File: src/rtl/muldiv_if.sv
// Request/response bundle between the execute stage and the iterative multiply/divide unit.
interface muldiv_if #(parameter int WIDTH = 32);
  logic             start;
  logic [2:0]       op;
  logic [WIDTH-1:0] operand1;
  logic [WIDTH-1:0] operand2;
  logic             ready;
  logic             valid;
  logic [WIDTH-1:0] result;
  logic [3:0]       flags;

  modport master (output start, op, operand1, operand2, input ready, valid, result, flags);
  modport slave  (input start, op, operand1, operand2, output ready, valid, result, flags);
endinterface

File: src/rtl/muldiv_unit.sv
// RV32M iterative multiply/divide, one bit per cycle: WIDTH+2 cycles per op, fast-path ops in one.
// Divider is built only when MULDIV_DIV_EN is defined; otherwise ops 1xx return 0 with z set.
module muldiv_unit #(
  parameter int WIDTH = 32
) (
  input  logic     clk,
  input  logic     rst_n,
  muldiv_if.slave  bus
);

  localparam int CW = $clog2(WIDTH) + 1;

  localparam logic [1:0] IDLE   = 2'd0;
  localparam logic [1:0] CALC   = 2'd1;
  localparam logic [1:0] FINISH = 2'd2;
  localparam logic [1:0] DONE   = 2'd3;

  localparam logic [2:0] OP_MULH   = 3'b001;
  localparam logic [2:0] OP_MULHSU = 3'b010;
  localparam logic [2:0] OP_DIV    = 3'b100;
  localparam logic [2:0] OP_REM    = 3'b110;

  logic [1:0]         state;
  logic [2:0]         op_q;
  logic [2*WIDTH-1:0] acc;
  logic [WIDTH-1:0]   b;
  logic               neg_q;
  logic [CW-1:0]      cnt;
  logic [WIDTH-1:0]   result_q;
  logic [3:0]         flags_q;

  logic               accept;
  logic               sgn1, sgn2;
  logic [WIDTH-1:0]   mag1, mag2;
  logic               fast;
  logic [WIDTH-1:0]   fast_res;
  logic               fast_dz, fast_ov;
  logic [WIDTH:0]     mul_sum;
  logic [2*WIDTH-1:0] mul_next;
  logic [2*WIDTH-1:0] prod_fix;
  logic [WIDTH-1:0]   fin;

`ifdef MULDIV_DIV_EN
  localparam logic [WIDTH-1:0] SMIN = {1'b1, {(WIDTH-1){1'b0}}};
  logic               neg_r;
  logic [WIDTH:0]     trial;
  logic [2*WIDTH-1:0] div_next;
`endif

  assign bus.ready  = (state == IDLE) || (state == DONE);
  assign bus.valid  = (state == DONE);
  assign bus.result = result_q;
  assign bus.flags  = flags_q;
  assign accept     = bus.ready && bus.start;

  // Work on magnitudes; the sign is reapplied once in FINISH.
  always_comb begin
    sgn1 = bus.operand1[WIDTH-1] &
           ((bus.op == OP_MULH) || (bus.op == OP_MULHSU) || (bus.op == OP_DIV) || (bus.op == OP_REM));
    sgn2 = bus.operand2[WIDTH-1] &
           ((bus.op == OP_MULH) || (bus.op == OP_DIV) || (bus.op == OP_REM));
    mag1 = sgn1 ? -bus.operand1 : bus.operand1;
    mag2 = sgn2 ? -bus.operand2 : bus.operand2;
  end

  always_comb begin
    fast     = 1'b0;
    fast_res = '0;
    fast_dz  = 1'b0;
    fast_ov  = 1'b0;
`ifdef MULDIV_DIV_EN
    if (bus.op[2]) begin
      if (bus.operand2 == '0) begin
        fast     = 1'b1;
        fast_dz  = 1'b1;
        fast_res = bus.op[1] ? bus.operand1 : '1;
      end else if (!bus.op[0] && (bus.operand1 == SMIN) && (bus.operand2 == '1)) begin
        fast     = 1'b1;
        fast_ov  = 1'b1;
        fast_res = bus.op[1] ? '0 : SMIN;
      end
    end
`else
    fast = bus.op[2];
`endif
  end

  // Shift-add: add multiplicand into the upper half when the current multiplier bit is set.
  always_comb begin
    mul_sum  = {1'b0, acc[2*WIDTH-1:WIDTH]} + (acc[0] ? {1'b0, b} : '0);
    mul_next = {mul_sum, acc[WIDTH-1:1]};
  end

`ifdef MULDIV_DIV_EN
  // Restoring step: upper half is the partial remainder, lower half shifts dividend out / quotient in.
  always_comb begin
    trial    = {acc[2*WIDTH-1:WIDTH], acc[WIDTH-1]} - {1'b0, b};
    div_next = trial[WIDTH] ? {acc[2*WIDTH-2:0], 1'b0}
                            : {trial[WIDTH-1:0], acc[WIDTH-2:0], 1'b1};
  end
`endif

  always_comb begin
    prod_fix = neg_q ? -acc : acc;
    fin      = '0;
    case (op_q)
      3'b000:                 fin = prod_fix[WIDTH-1:0];
      3'b001, 3'b010, 3'b011: fin = prod_fix[2*WIDTH-1:WIDTH];
`ifdef MULDIV_DIV_EN
      3'b100, 3'b101:         fin = neg_q ? -acc[WIDTH-1:0] : acc[WIDTH-1:0];
      default:                fin = neg_r ? -acc[2*WIDTH-1:WIDTH] : acc[2*WIDTH-1:WIDTH];
`else
      default:                fin = '0;
`endif
    endcase
  end

  always_ff @(posedge clk or negedge rst_n) begin
    if (!rst_n) begin
      state    <= IDLE;
      op_q     <= '0;
      acc      <= '0;
      b        <= '0;
      neg_q    <= 1'b0;
`ifdef MULDIV_DIV_EN
      neg_r    <= 1'b0;
`endif
      cnt      <= '0;
      result_q <= '0;
      flags_q  <= '0;
    end else begin
      case (state)
        IDLE, DONE: begin
          if (accept) begin
            op_q  <= bus.op;
            cnt   <= '0;
            neg_q <= sgn1 ^ sgn2;
`ifdef MULDIV_DIV_EN
            neg_r <= sgn1;
`endif
            acc   <= {{WIDTH{1'b0}}, (bus.op[2] ? mag1 : mag2)};
            b     <= bus.op[2] ? mag2 : mag1;
            if (fast) begin
              result_q <= fast_res;
              flags_q  <= {fast_dz, fast_ov, (fast_res == '0), fast_res[WIDTH-1]};
              state    <= DONE;
            end else begin
              state    <= CALC;
            end
          end else begin
            state <= IDLE;
          end
        end
        CALC: begin
`ifdef MULDIV_DIV_EN
          acc <= op_q[2] ? div_next : mul_next;
`else
          acc <= mul_next;
`endif
          cnt <= cnt + CW'(1);
          if (cnt == CW'(WIDTH - 1))
            state <= FINISH;
        end
        FINISH: begin
          result_q <= fin;
          flags_q  <= {2'b00, (fin == '0), fin[WIDTH-1]};
          state    <= DONE;
        end
        default: state <= IDLE;
      endcase
    end
  end

endmodule

File: src/flat_wrapper.sv
// flat-port wrapper written by rule: the top's interface ports become plain ports
module muldiv_unit_flat 
#(
  parameter int WIDTH = 32
)
  (clk, rst_n, bus_start, bus_op, bus_operand1, bus_operand2, bus_ready, bus_valid, bus_result, bus_flags);
  muldiv_if #(.WIDTH(WIDTH)) bus_i ();
  input  logic clk;
  input  logic rst_n;
  input wire logic [$bits(bus_i.start)-1:0] bus_start;
  input wire logic [$bits(bus_i.op)-1:0] bus_op;
  input wire logic [$bits(bus_i.operand1)-1:0] bus_operand1;
  input wire logic [$bits(bus_i.operand2)-1:0] bus_operand2;
  output wire logic [$bits(bus_i.ready)-1:0] bus_ready;
  output wire logic [$bits(bus_i.valid)-1:0] bus_valid;
  output wire logic [$bits(bus_i.result)-1:0] bus_result;
  output wire logic [$bits(bus_i.flags)-1:0] bus_flags;
  assign bus_i.start = bus_start;
  assign bus_i.op = bus_op;
  assign bus_i.operand1 = bus_operand1;
  assign bus_i.operand2 = bus_operand2;
  assign bus_ready = bus_i.ready;
  assign bus_valid = bus_i.valid;
  assign bus_result = bus_i.result;
  assign bus_flags = bus_i.flags;
  muldiv_unit #(.WIDTH(WIDTH)) u_core (.clk(clk), .rst_n(rst_n), .bus(bus_i));
endmodule
File: config.mk
export PLATFORM = sky130hd
export DESIGN_NAME = muldiv_unit_flat
export DESIGN_NICKNAME = d
export VERILOG_FILES = /design/src/rtl/muldiv_if.sv /design/src/rtl/muldiv_unit.sv /design/src/flat_wrapper.sv
export SDC_FILE = /design/constraint.sdc
export NUM_CORES = 1
export LEC_CHECK = 0
export CORE_MARGIN = 1
export CORE_UTILIZATION = 28
export DETAILED_ROUTE_END_ITERATION = 8
export SLEW_MARGIN = 20
export SYNTH_ARGS = -nofsm -noshare
export SYNTH_HDL_FRONTEND = slang
export SYNTH_SLANG_ARGS = --single-unit
File: constraint.sdc
create_clock -name clk -period 8.56 [get_ports clk]
set_clock_uncertainty 0.2 [all_clocks]
set_input_delay 0.856 -clock clk [delete_from_list [all_inputs] [get_ports clk]]
set_output_delay 0.856 -clock clk [all_outputs]
set_load 0.005 [all_outputs]
==> results of run 1 <==
==> area by class of cell <==
class,instances,area [µm²]
fillers,4205,26500
multi-input cells,1190,7450
flip-flops and latches,141,3530
repair buffers,120,1160
well taps,525,657
clock buffers,17,425
clock inverters,14,181
inverters,25,93.8
==> state kept, by name (all words and copies together) (netlist names) <==
register,cells
u_core.acc,64
u_core.b,32
u_core.bus.result,31
u_core.cnt,6
u_core.op_q,3
u_core.bus.flags,2
u_core.state,2
u_core.neg_q,1
==> kinds of logic after synthesis <==
kind of cell / count (synthesis) / share of synthesized area
AO/OA/AOI/OAI: 477 / 0.266
XOR/XNOR: 127 / 0.0972
adder cells (fa/ha/maj): 40 / 0.0444
buffers and inverters: 123 / 0.0425
flip-flops: 141 / 0.308
multiplexers: 17 / 0.0153
other: 1 / 0.000328
AND/OR/NAND/NOR: 527 / 0.226
==> metal layers <==
layer	wire, µm	up-vias
li1	-	5448
met1	19400	5415
met2	16400	523
met3	3010	65
met4	655	0
met5	0	-
==> stage by stage <==
step / instance area (µm²) / hold slack, ps / cells / setup slack, ps / util
global route: 13500 / 258 / 2032 / 3620 / 0.337
detailed placement: 12900 / 261 / 2001 / 3990 / 0.322
CTS: 13500 / 228 / 2032 / 3960 / 0.337
floorplan: 11400 / 242 / 1454 / 4810 / -
finish: 13500 / 217 / 2032 / 3920 / 0.337
global placement: 12900 / 255 / 2001 / 4090 / 0.322
==> power groups by stage <==
stage | Clock [mW] | Sequential (mW) | Combinational, mW
after CTS | 0.796 | 1.36 | 2.82
after global placement | 0 | 1.37 | 2.79
after floorplan | 0 | 1.15 | 2.04
final | 0.786 | 1.38 | 2.86
after detailed placement | 0 | 1.38 | 2.82
after global routing | 0.829 | 1.41 | 3.13
==> worst max path at each step <==
stage	end	cells after the start
3_3_place_gp	u_core.bus.flags[1]$_DFFE_PN0P_	11
6_report	u_core.bus.flags[1]$_DFFE_PN0P_	11
2_1_floorplan	u_core.acc[29]$_DFFE_PN0P_	9
5_1_grt	u_core.bus.flags[1]$_DFFE_PN0P_	11
4_1_cts	u_core.bus.flags[1]$_DFFE_PN0P_	11
3_5_place_dp	u_core.bus.flags[1]$_DFFE_PN0P_	11
==> cells in the final DEF (no fill, tap or decap), drive strengths merged, types with 18 or more instances in the layout <==
master	instances
a22o	18
nor3	31
xor2	59
a21oi	119
clkdlybuf4s50	103
o41ai	23
o21ai	126
or4	26
or3	24
nand2	147
inv	32
o22ai	39
nor2	137
xnor2	68
and2	38
o31ai	42
a211oi	23
nand3	27
dfrtp	141
ha	39
nor4	24
==> results summary, run 1 <==
The critical path goes through inv_1, ha_1, or3b_2, or4_1, or4_1, and3_1, o31ai_1, nand4_1, nor4_1, and4_1, a41o_1. The width of the die came out at 204 µm. The total setup buffers inserted after CTS came out at 0.

The post-cts gate resize count is 0. The flip-flop and latch count after synthesis is 141. The number of search-and-repair iterations in the first detailed-routing pass is 6.

The core footprint came out at 40000 µm². The routed via count divided by cell count is 5.64. The number of hold-slack violations in the final timing report came to 0.

Each instance of the synthesized netlist takes up on average 7.87 µm². In this run the critical register-to-register path is captured at u_core.bus.flags[1]$_DFFE_PN0P_. STA classifies the critical path startpoint as a flop. Synthesis produced 1453 cells. During synthesis, Yosys emitted a total of 0 warnings. The startpoint identified for the worst register-to-register timing path is u_core.acc[0]$_DFFE_PN0P_. In the final layout, the share of cells above drive strength 1 is 0.0491. The top-area cell type share of the netlist area came out at 0.308.

The commonest register cell after synthesis is dfrtp_1. In the post-synthesis netlist, the cell with the most instances is nand2_1. The required arrival time at the worst endpoint is 8730 ps. Setup violations remaining at the end of the flow were counted as 0. The floorplan step set the die height to 204 µm. The critical path is of the reg2reg type. The H-tree was split into 4 levels.

The number of different library cells used by synthesis comes to 71. The CTS sink count came out at 141. The routed wire length is 39400 µm. In this run the clock root is driven by a clkbuf_16.

The run finished with clean final reports. The routability congestion estimate came out at 1.01. The number of nets in the layout is 1605. Across every metal layer, demand over resource in global routing totals 0.188. The arrival time at the worst endpoint is 4810 ps. Entering global routing, the biggest net connects 85 pins. The die footprint came out at 41700 µm². The tool flagged a number of max-cap violations equal to 0. The power per unit of standard cell area is 373 nW/µm².

For this configuration, the core starts out at a cell density of 0.286. Among the stages of the critical path, the cell type that occurs most often is or4_1. The clock transition at the register clock pins on the worst setup and hold paths after CTS came out at 80 ps. The leakage power is 5.32 nW. The ratio of final minimum period to clock period came out at 0.542. The via count of the first global-routing pass is 10397.

The number of buffers inserted by hold repair at cts came out at 0. Global routing finished with a remaining overflow of 0. The initial antenna violation count came out at 0. The starting DRC count in detailed routing is 1263. Relative to the synthesized area, the layout overhead comes to 18.0%.

Of all cell types, the one taking the most synthesized area is dfrtp_1. Among all stages on the critical path, the largest delay is contributed by or4_1. The sequential fraction of the synthesis area is 0.308. The number of antenna cells inserted is 0. TritonCTS built the clock tree. By area the synthesized netlist is led by dfrtp_1, o21ai_0, a21oi_1.

The worst voltage drop across the vdd grid came out at 0.198 mV. The cell row count is 73. 108 I/O pins were placed. The clock period minus final worst setup slack is 4640 ps. The global-route wire length before repair is 61300 µm. Setup repair after global routing left no endpoint under its margin. The buffer and inverter count on the worst path is 1. Power comes to 5.03 mW. The share of synthesized registers carrying an async set or reset came out at 1.00. The met1 capacity usage during global routing is 0.285. The number of synthesized flops with an enable pin is 0. The number of buffers on the longest clock path came out at 2.

Headroom to the max-slew limit came out at 0.368. The biggest fanout along the worst timing path came out at 36. By count the netlist is led by nand2_1, dfrtp_1, nor2_1. The launching instance or port of the critical path is u_core.acc[0]$_DFFE_PN0P_. The total half-perimeter wirelength after legalization and detailed placement is 30100 µm. In the routed design, unresolved DRC markers number 0. STA classifies the critical path endpoint as a flop. Of the total power, combinational logic draws 0.569. The total of buffers placed on input and output ports came out at 105.

The sequential group share of total power came out at 0.275. Once detail routing completed, the nets flagged for antenna violations numbered 0. Grouping stages by cell kind, the critical path spends the most delay in simple AND/OR/NAND/NOR gates. The later pin in the worst-skew pair is clocked with a latency of 440 ps. met1 is the most crowded layer. The total via count after detailed routing is 11451. The switching power of the nets came out at 2.56 mW. The number of buffers created by CTS came out at 17. After routing, the total negative slack on setup checks comes to 0 ps. The path class of the lowest-slack min-delay path is in2async.

Internal power comes to 2.47 mW. The transition time of the tightest slew-check pin is 948 ps. The global-route met3 utilization is 0.0249.

The global-route met2 utilization came out at 0.275. The delay of the slowest critical-path stage is 790 ps. The fmax came out at 216 MHz. The synthesized netlist occupies a cell area of 11400 µm². The portion of total power attributed to the clock network is 0.156. The number of pins with negative max-slew slack in the final report is 0.

For the worst flop-to-flop path, the logic depth is 11. The mean routed wirelength per cell is 19.4 µm. Of the total power, the share spent switching nets is 0.509. The setup slack of the worst register-to-register path is 3920 ps.
Power figures use the tool's default switching activity.
==> run 2, diff against run 1 <==
clock period = 3.9 ns   (was 8.56 ns; I/O delays follow)
==> run 2 against run 1 <==
Compared with the run above:
- worst hold slack better by 60 ps
- sequential cell count unchanged
- wire length up 6.2%
- non-clock buffer count up 80
- critical path depth unchanged
- final area up 4.7%
- count of clock-buffer cells in the layout up 2
- sequential share of layout area down 1.2 points
- first-iteration DRC count up 2.9%
- via count up 2.0%
- register-to-register slack worse by 3800 ps
- sequential power up 99%
- highest routed layer unchanged
==> results summary, run 2 (synthesis results as in run 1) <==
Setup repair after global routing missed its margin: true (was false). The final design area excluding fillers was 14100 µm² (was 13500 µm²). The width of the die is 204 µm (unchanged).

The endpoint of the worst-slack reg-to-reg timing path was u_core.bus.flags[1]$_DFFE_PN0P_ (unchanged). The instance count along the most critical hold path is 2. The depth of the worst register-to-register path is 11 (unchanged). The initial antenna violation count came out at 0 (unchanged). The number of search-and-repair iterations in the first detailed-routing pass is 5 (was 6). The overall track demand over capacity in global routing came out at 0.202 (was 0.188). The clock latency of the later-clocked register in the worst-skew pair came to 450 ps (was 440 ps). The final non-filler cell total is 2113 (was 2032). The via count of the first global-routing pass came out at 10953 (was 10397).

The final core utilization came out at 0.353 (was 0.337). The maximum number of pins on one net before global-route repair is 83 (was 85). The count of fill cells added during filler insertion came to 4144 (was 4205). The die footprint was 41700 µm² (unchanged). The initial standard-cell utilization of the core came out at 0.286 (unchanged). The startpoint of the tightest hold check path is u_core.bus.result[21]$_DFFE_PN0P_. The routed wire length is 41800 µm (was 39400 µm).

The core footprint is 40000 µm² (unchanged). Cell Chain, Critical Path: inv_1, ha_1, or3b_2, or4_1, or4_1, and3_1, o31ai_2, nand4_1, nor4_1, and4_1, a41o_1 (was inv_1, ha_1, or3b_2, or4_1, or4_1, and3_1, o31ai_1, nand4_1, nor4_1, and4_1, a41o_1). The multi-input logic area came out at 7510 µm² (was 7450 µm²).

The number of buffers on the longest clock path is 2 (unchanged). The post-route setup TNS came out at 0 ps (unchanged). The clock transition at the register clock pins on the worst setup and hold paths after CTS is 80 ps (about the same). The post-detailed-route count of antenna-violating nets came out at 0 (unchanged). The fraction of layout instances using a drive strength above 1 is 0.103 (was 0.0491). The number of antenna cells inserted was 0 (unchanged). The library cell used as clock root buffer was clkbuf_16 (unchanged). The portion of total power attributed to the clock network is 0.138 (was 0.156). The total half-perimeter wirelength after legalization and detailed placement is 32600 µm (was 30100 µm).

The worst voltage drop across the vdd grid is 0.506 mV (was 0.198 mV). The path class of the lowest-slack min-delay path was reg2reg (was in2async). The switching power of the nets came out at 5.80 mW (was 2.56 mW). The clock period minus final worst setup slack is 3790 ps (was 4640 ps). The number of buffers created by CTS came out at 17 (unchanged). The number of pins with negative max-slew slack in the final report is 0 (unchanged). The internal power came out at 5.81 mW (was 2.47 mW). The max-cap check violation count was 0 (unchanged).

The endpoint class of the critical path is a flop (unchanged). The total of buffers placed on input and output ports came to 105 (unchanged). The cell with the largest stage delay on the worst path is or4_1 (unchanged). The register with the most flip-flops is u_core.acc (unchanged). The startpoint kind of the worst setup timing path is a flop (unchanged). The count of final setup violators came out at 0 (unchanged). The number of nets in the layout came out at 1685 (was 1605). The global-route wire length before repair is 65000 µm (was 61300 µm).

The power per unit of standard cell area is 821 nW/µm² (was 373 nW/µm²). The number of H-tree branching levels was 4 (unchanged). The switching part of the total power was 0.500 (was 0.509).

The number of I/O pins is 108 (unchanged). Commonest non-fill, non-tap cells in the layout: nand2_1, dfrtp_1, nor2_1 (unchanged). The layout overhead on the synthesized area came out at 23.6% (was 18.0%).

The ratio of final minimum period to clock period is 0.971 (was 0.542). The combinational fraction of design power came out at 0.625 (was 0.569). The number of hold-slack violations in the final timing report came to 0 (unchanged). The flip-flop count of the largest register after layout came out at 64 (unchanged).

The pre-CTS setup slack is 55.0 ps (was 3990 ps). The number of placed instances, taps included is 2080 (was 2001). The biggest fanout along the worst timing path came out at 4 (was 36). The storage element area came out at 3530 µm² (unchanged). The clock tree from TritonCTS is built (unchanged). Run status: complete, no violations (unchanged). The CTS sink count was 141 (unchanged). The worst slew margin relative to its limit came out at 0.515 (was 0.368). The fmax is 264 MHz (was 216 MHz). The arrival time at the worst endpoint came out at 3980 ps (was 4810 ps). The mean routed wirelength per cell was 19.8 µm (was 19.4 µm).

The floorplan die height is 204 µm (unchanged). The routability congestion estimate came out at 0.983 (was 1.01). The starting DRC count in detailed routing came to 1299 (was 1263).

The leakage power was 5.71 nW (was 5.32 nW). The cell occurring most often along the worst timing path is or4_1 (unchanged). The sequential group share of total power is 0.237 (was 0.275). The kind of critical path is reg2reg (unchanged).

The tightest hold margin came out at 277 ps (was 217 ps). The total grt overflow came out at 0 (unchanged). The overall power is 11.6 mW (was 5.03 mW). The worst-case setup margin in the final layout came to 113 ps (was 3920 ps). The routed via count divided by cell count is 5.53 (was 5.64).

The final routed DRC violation total is 0 (unchanged). The delay of the slowest critical-path stage came to 610 ps (was 790 ps). The most common cell after layout, fill and taps aside was nand2_1 (unchanged). The path with the worst hold slack has its endpoint at u_core.bus.result[21]$_DFFE_PN0P_. The setup slack of the worst register-to-register path is 110 ps (was 3920 ps).

The cell row count came out at 73 (unchanged). The worst flop-to-flop path startpoint is u_core.acc[0]$_DFFE_PN0P_ (unchanged). The required arrival time at the worst endpoint is 4090 ps (was 8730 ps). The transition time of the tightest slew-check pin came out at 728 ps (was 948 ps). The area of placed instances came out at 13500 µm² (was 12900 µm²). The total via count after detailed routing is 11684 (was 11451).
==> run 2: cell types whose count changed in the layout (fill, tap and decap cells not counted), moves of 3 or more <==
cell / previous run / this run
buf_4: 14 / 91
inv_8: 5 / 0
buf_12: 0 / 3
clkinv_2: 0 / 5
o31ai_2: 0 / 3
o31ai_1: 42 / 39
==> run 2: final cells by class <==
| class | instances | share of cell area |
|---|---|---|
| multi-input cells | 1190 | 0.531 |
| flip-flops and latches | 141 | 0.250 |
| repair buffers | 200 | 0.127 |
| well taps | 525 | 0.0465 |
| clock buffers | 19 | 0.0306 |
| clock inverters | 13 | 0.00805 |
| inverters | 25 | 0.00664 |
==> run 2: routing by layer <==
metal | global-route usage | up-vias | wire length (µm)
li1 | - | 5615 | -
met1 | 0.299 | 5491 | 20500
met2 | 0.297 | 516 | 17500
met3 | 0.0289 | 62 | 2780
met4 | 0.0634 | 0 | 1020
met5 | 0 | - | 0
==> run 2: worst max-delay path by stage <==
stage	endpoint	cells past startpoint	from
finish	u_core.bus.flags[1]$_DFFE_PN0P_	11	u_core.acc[0]$_DFFE_PN0P_
global route	u_core.bus.flags[1]$_DFFE_PN0P_	12	u_core.acc[1]$_DFFE_PN0P_
CTS	u_core.bus.flags[1]$_DFFE_PN0P_	12	u_core.acc[32]$_DFFE_PN0P_
detailed placement	u_core.bus.flags[1]$_DFFE_PN0P_	12	u_core.acc[1]$_DFFE_PN0P_
global placement	u_core.bus.flags[1]$_DFFE_PN0P_	12	u_core.acc[32]$_DFFE_PN0P_
floorplan	u_core.bus.flags[1]$_DFFE_PN0P_	13	u_core.acc[0]$_DFFE_PN0P_
==> run 2: critical path: cells and delay by family, from the launching register on <==
kind            cells  cell delay, ps
compound gates      2             410
buf+inv             1              90
flops               1             400
simple gates        7            2480
fa+ha+maj           1             160
==> run 2: power by group through the flow <==
stage | Clock (mW) | Sequential [mW] | Combinational, mW
global placement | 0 | 2.72 | 7.03
CTS | 1.62 | 2.72 | 7.11
detailed placement | 0 | 2.75 | 7.09
floorplan | 0 | 2.52 | 4.49
global route | 1.67 | 2.82 | 7.91
finish | 1.60 | 2.75 | 7.26
==> run 2: what timing repair did <==
action	CTS	global route
setup endpoints to repair	0	8
buffers inserted	0	0
hold buffers	1	0
gates resized for setup	0	15
hold endpoints to repair	56	0
